==> config.mk <==
export PLATFORM = sky130hd
export DESIGN_NAME = fft_stage_sequencer_flat
export DESIGN_NICKNAME = d
export VERILOG_FILES = /design/src/rtl/fft_stage_sequencer_if.sv /design/src/rtl/fft_stage_sequencer.sv /design/src/flat_wrapper.sv
export SDC_FILE = /design/constraint.sdc
export NUM_CORES = 1
export LEC_CHECK = 0
export BUFFER_PORTS_ARGS = -buffer_cell sky130_fd_sc_hd__buf_2
export CAP_MARGIN = 40
export CORE_AREA = 2 2 39 41
export CTS_BUF_LIST = sky130_fd_sc_hd__clkbuf_4
export DETAILED_ROUTE_END_ITERATION = 6
export DIE_AREA = 0 0 41 43
export MAX_ROUTING_LAYER = met4
export PLACE_DENSITY = 0.77
export SLEW_MARGIN = 10
export SYNTH_ARGS = -nofsm -noshare
export SYNTH_HDL_FRONTEND = slang
export SYNTH_SLANG_ARGS = --single-unit
==> constraint.sdc <==
create_clock -name clk -period 3.7 [get_ports clk]
set_input_delay 0.185 -clock clk [delete_from_list [all_inputs] [get_ports clk]]
set_output_delay 0.185 -clock clk [all_outputs]
set_load 0.01 [all_outputs]
==> src/rtl/fft_stage_sequencer_if.sv <==
// Handshake/status bundle between the FFT controller and the stage sequencer.
// master: controller side (drives start/hold, observes status).
// slave : sequencer side.
interface fft_stage_sequencer_if #(
   parameter int NUMSTAGES = 5
);
   logic                   start;
   logic                   hold;
   logic [NUMSTAGES-3:0]   counter;
   logic [2:0]             stage_num;
   logic                   rd_en;
   logic                   wr_en;
   logic                   bank_sel;
   logic                   stage_last;
   logic                   busy;
   logic                   done;

   modport master (
      output start, hold,
      input  counter, stage_num, rd_en, wr_en, bank_sel, stage_last, busy, done
   );

   modport slave (
      input  start, hold,
      output counter, stage_num, rd_en, wr_en, bank_sel, stage_last, busy, done
   );
endinterface

==> src/rtl/fft_stage_sequencer.sv <==
// Stage sequencer for an in-place radix-2 FFT.
// Walks the butterfly counter through NUMSTAGES compute stages plus one
// write-drain stage, driving read/write enables, ping-pong bank select and
// a one-cycle done pulse. Every output is a flop, so nothing is combinational
// from start/hold to the outputs.
// Optional feature macro: FFT_SEQ_HOLD_EN (stall via hold while running).
module fft_stage_sequencer #(
   parameter int NUMSTAGES = 5
) (
   input  logic                    clk,
   input  logic                    rst,
   fft_stage_sequencer_if.slave    bus
);
   localparam int         CW         = NUMSTAGES - 2;
   localparam logic [2:0] LAST_STAGE = 3'(NUMSTAGES);

   typedef enum logic [1:0] {IDLE, RUN, DONE} state_t;

   state_t          state, state_nxt;
   logic [CW-1:0]   counter, counter_nxt;
   logic [2:0]      stage_num, stage_nxt;
   logic            rd_en, rd_nxt;
   logic            wr_en, wr_nxt;
   logic            bank_sel, bank_nxt;
   logic            stage_last, last_nxt;
   logic            busy, busy_nxt;
   logic            done, done_nxt;

   logic            hold_act;
   logic            wrap;

`ifdef FFT_SEQ_HOLD_EN
   // Stall request only matters while a transform is running.
   assign hold_act = bus.hold && (state == RUN);
`else
   assign hold_act = 1'b0;
`endif

   assign wrap = &counter;

   // Register state and all outputs; async reset returns to IDLE with zeros.
   always_ff @(posedge clk or posedge rst) begin
      if (rst) begin
         state      <= IDLE;
         counter    <= '0;
         stage_num  <= '0;
         rd_en      <= 1'b0;
         wr_en      <= 1'b0;
         bank_sel   <= 1'b0;
         stage_last <= 1'b0;
         busy       <= 1'b0;
         done       <= 1'b0;
      end else begin
         state      <= state_nxt;
         counter    <= counter_nxt;
         stage_num  <= stage_nxt;
         rd_en      <= rd_nxt;
         wr_en      <= wr_nxt;
         bank_sel   <= bank_nxt;
         stage_last <= last_nxt;
         busy       <= busy_nxt;
         done       <= done_nxt;
      end
   end

   // Next-state and next-output decode. Outputs describe the position the
   // sequencer will occupy in the following cycle.
   always_comb begin
      state_nxt   = state;
      counter_nxt = '0;
      stage_nxt   = '0;
      rd_nxt      = 1'b0;
      wr_nxt      = 1'b0;
      busy_nxt    = 1'b0;
      done_nxt    = 1'b0;

      case (state)
         IDLE: begin
            if (bus.start) begin
               state_nxt = RUN;
               busy_nxt  = 1'b1;
               rd_nxt    = 1'b1;   // stage 0 reads, nothing to write back yet
            end
         end

         RUN: begin
            if (hold_act) begin
               // Freeze position; enables drop for the stalled cycle.
               counter_nxt = counter;
               stage_nxt   = stage_num;
               busy_nxt    = 1'b1;
            end else if (wrap && (stage_num == LAST_STAGE)) begin
               // End of drain stage: everything back to idle values.
               state_nxt = DONE;
               done_nxt  = 1'b1;
            end else begin
               counter_nxt = counter + CW'(1);
               stage_nxt   = wrap ? stage_num + 3'd1 : stage_num;
               busy_nxt    = 1'b1;
               rd_nxt      = (stage_nxt < LAST_STAGE);
               wr_nxt      = (stage_nxt != 3'd0);
            end
         end

         DONE: begin
            state_nxt = IDLE;
         end

         default: begin
            state_nxt = IDLE;
         end
      endcase

      // Bank follows stage parity while busy, frozen naturally during hold.
      bank_nxt = busy_nxt & stage_nxt[0];
      last_nxt = busy_nxt & (&counter_nxt);
   end

   // Drive the interface from the registered copies.
   assign bus.counter    = counter;
   assign bus.stage_num  = stage_num;
   assign bus.rd_en      = rd_en;
   assign bus.wr_en      = wr_en;
   assign bus.bank_sel   = bank_sel;
   assign bus.stage_last = stage_last;
   assign bus.busy       = busy;
   assign bus.done       = done;

endmodule

==> src/flat_wrapper.sv <==
// flat-port wrapper written by rule: the top's interface ports become plain ports
module fft_stage_sequencer_flat 
#(
   parameter int NUMSTAGES = 5
)
  (clk, rst, bus_start, bus_hold, bus_counter, bus_stage_num, bus_rd_en, bus_wr_en, bus_bank_sel, bus_stage_last, bus_busy, bus_done);
  fft_stage_sequencer_if #(.NUMSTAGES(NUMSTAGES)) bus_i ();
  input  logic clk;
  input  logic rst;
  input wire logic [$bits(bus_i.start)-1:0] bus_start;
  input wire logic [$bits(bus_i.hold)-1:0] bus_hold;
  output wire logic [$bits(bus_i.counter)-1:0] bus_counter;
  output wire logic [$bits(bus_i.stage_num)-1:0] bus_stage_num;
  output wire logic [$bits(bus_i.rd_en)-1:0] bus_rd_en;
  output wire logic [$bits(bus_i.wr_en)-1:0] bus_wr_en;
  output wire logic [$bits(bus_i.bank_sel)-1:0] bus_bank_sel;
  output wire logic [$bits(bus_i.stage_last)-1:0] bus_stage_last;
  output wire logic [$bits(bus_i.busy)-1:0] bus_busy;
  output wire logic [$bits(bus_i.done)-1:0] bus_done;
  assign bus_i.start = bus_start;
  assign bus_i.hold = bus_hold;
  assign bus_counter = bus_i.counter;
  assign bus_stage_num = bus_i.stage_num;
  assign bus_rd_en = bus_i.rd_en;
  assign bus_wr_en = bus_i.wr_en;
  assign bus_bank_sel = bus_i.bank_sel;
  assign bus_stage_last = bus_i.stage_last;
  assign bus_busy = bus_i.busy;
  assign bus_done = bus_i.done;
  fft_stage_sequencer #(.NUMSTAGES(NUMSTAGES)) u_core (.clk(clk), .rst(rst), .bus(bus_i));
endmodule
==> run metrics <==
Core Region 1380 sq um; WHS Endpoint u_core.state[0]; critical path required time 3.85 ns; CP Class flip-flop to flip-flop; outcome completed; Hold Startpoint bus_start; post-route clock period utilization 42.6%; final hold slack 0.151 ns; All-Layer GR Usage 14.5%; clock root buffer clkbuf_4; Site Rows 14; Tmin final 1.57 ns; Worst Path Arrival 1.73 ns; DR vias 435; Distinct cells, synth 22; final hold vios 0; r2r setup slk 2.13 ns; initial antenna violation count 0; Worst Reg-to-Reg Cells 4; worst r2r dst u_core.bus.wr_en; DR vias/cell 5.00; layout cells sized above 1 31.0%; slew margin rel. 66.2%; reg2reg start u_core.bus.counter[0]; starting density of the core 46.7%; Seq cells post-synth 14; Placement Cell Area 703 sq um; DP Wirelength 744 um; count of pins over their slew limit 0; clk slew on worst S/H paths 0.09 ns; Post-Syn Instances 55; die area 1760 sq um; grt ovf 0; DR iter-0 viols 3; post-detailed-route count of antenna-violating nets 0; Syn Std Cell Area 647 sq um; post-place setup slack 2.13 ns; sequential share of the synthesized area 54.2%; TritonCTS clock tree built; Power Density 335 nW/um^2; remaining routing DRC violations 0; Inst Count DP 82; Startpoint Class flip-flop; Max Root-Sink Buffers 2; Final Cell Area 739 sq um; Min-Delay Path Class input pin to flip-flop; utilization after layout 53.4%; Routed Wire Length 989 um; antenna cells 0; first-pass GRT wire length 1.66 mm; Layout fillers 126; Pre-antenna DRT Iters 4; CP max stage cell dfrtp_1; worst hold path cell count 3; Post-Syn Area per Cell 11.8 sq um; Clock Skews 0.00364 ns; Power Total 0.248 mW; Peak VDD IR 0.249 mV; WL per Instance 11.4 um; slew at the pin closest to its max-slew limit 0.506 ns; FMAX 0.635 GHz; gpl congestion 0.723; I/O pin total 16; setup ws final 2.13 ns; Die H 43 um; Finished Layout Cells 87; Clock Sinks 14; setup TNS 0 ns; vias in the first global route 412; CTS H-tree lvls 1; Lkg Pwr 0.408 nW; cts repair resizes 0; most frequent cells in the layout buf_2 (14), dfrtp_1 (14), nor2_1 (8), nand2_1 (4), ha_1 (4); final net count 80; overall die width 41 um; slowest cell delay on critical path 0.43 ns; Layout area overhead 14.3%; largest net degree at the start of global routing 15; Crit. End Element flip-flop; CP Max Fanout 8; PortBufs 14; critical path's most frequent cell ha_1; Ys Warns 0; max-cap violations 0; Worst-Skew Late Latency 0.28 ns; RSZ-0062 raised after global routing no; Mapped Nets 63; Setup Viol. Count Final 0; total CTS buffers 3; critical path, cell by cell ha_1, ha_1, nor4_1, nor3_2
==> report_power, final <==
part / internal (mW) / switching [mW] / leakage, nW
Sequential: 0.153 / 0 / 0.197
Clock: 0.0391 / 0.0500 / 0.0154
Combinational: 0.00194 / 0.00378 / 0.196
==> how the worst max path moves through the flow <==
stage                                from                     to
floorplan           u_core.bus.counter[0]       u_core.bus.wr_en
global placement    u_core.bus.counter[0]  u_core.bus.stage_last
detailed placement  u_core.bus.counter[0]       u_core.bus.wr_en
CTS                 u_core.bus.counter[0]       u_core.bus.wr_en
global route        u_core.bus.counter[0]       u_core.bus.wr_en
finish              u_core.bus.counter[0]       u_core.bus.wr_en
==> synthesized netlist by cell type (all sizes together) <==
cell type	n	share of area (%)
nand2	5	3.3
nor3	1	1.5
nor2b	1	2.1
a22oi	1	1.2
inv	3	1.7
o21ai	3	2.3
nor4b	1	2.3
nor4	1	0.97
nand3	2	2.3
xor2	2	2.7
and2	1	0.97
a22o	1	1.4
ha	4	7.7
buf	3	5.2
nor2	8	4.6
xnor2	1	1.4
mux2	1	1.7
dfrtp	14	54
and2b	2	2.3
==> per-layer routing <==
metal	global-route usage, %	wire, um	vias up	part of all wire [%]
met5	-	0	-	0
met4	6.00	15	0	1.5
met3	3.14	54	4	5.5
met2	21.9	485	12	49
met1	18.0	434	207	44
li1	-	-	212	-
==> critical path, delay by kind of cell (launching register included) <==
kind | cells | cell delay, ns
adders and majority gates | 2 | 0.50
DFF | 1 | 0.43
and+or+nand+nor | 2 | 0.51
==> area by class of cell <==
cell class	instances	area (sq um)	share of cell area [%]
tap	16	20.0	2.71
timing repair buffer	15	80.1	10.8
clock buffer	3	22.5	3.05
clock inverter	1	3.75	0.508
inverter	3	11.3	1.52
sequential	14	350	47.4
multi-input combinational	35	251	34.0
==> sequential cells by signal, summed over array words and instances, names as in the netlist <==
register / cells
u_core.bus.stage_last: 1
u_core.bus.rd_en: 1
u_core.bus.stage_num: 3
u_core.bus.busy: 1
u_core.bus.wr_en: 1
u_core.bus.bank_sel: 1
u_core.bus.counter: 3
u_core.bus.done: 1
u_core.state: 2
==> cell families after synthesis <==
logic type	after synthesis	synth area share, %
and+or+nand+nor	22	20.5
DFF	14	54.2
buffers and inverters	6	6.96
AOI/OAI and AO/OA	5	4.84
adders and majority gates	4	7.74
xor gates and xnor gates	3	4.06
muxes	1	1.74
==> what timing repair did <==
| item | 4_1_cts | 5_1_grt |
|---|---|---|
| buffers inserted | 0 | 0 |
| hold buffers | 1 | 0 |
| endpoints found under the setup margin | 0 | 0 |
| endpoints found under the hold margin | 14 | 0 |
Power figures use the tool's default switching activity.
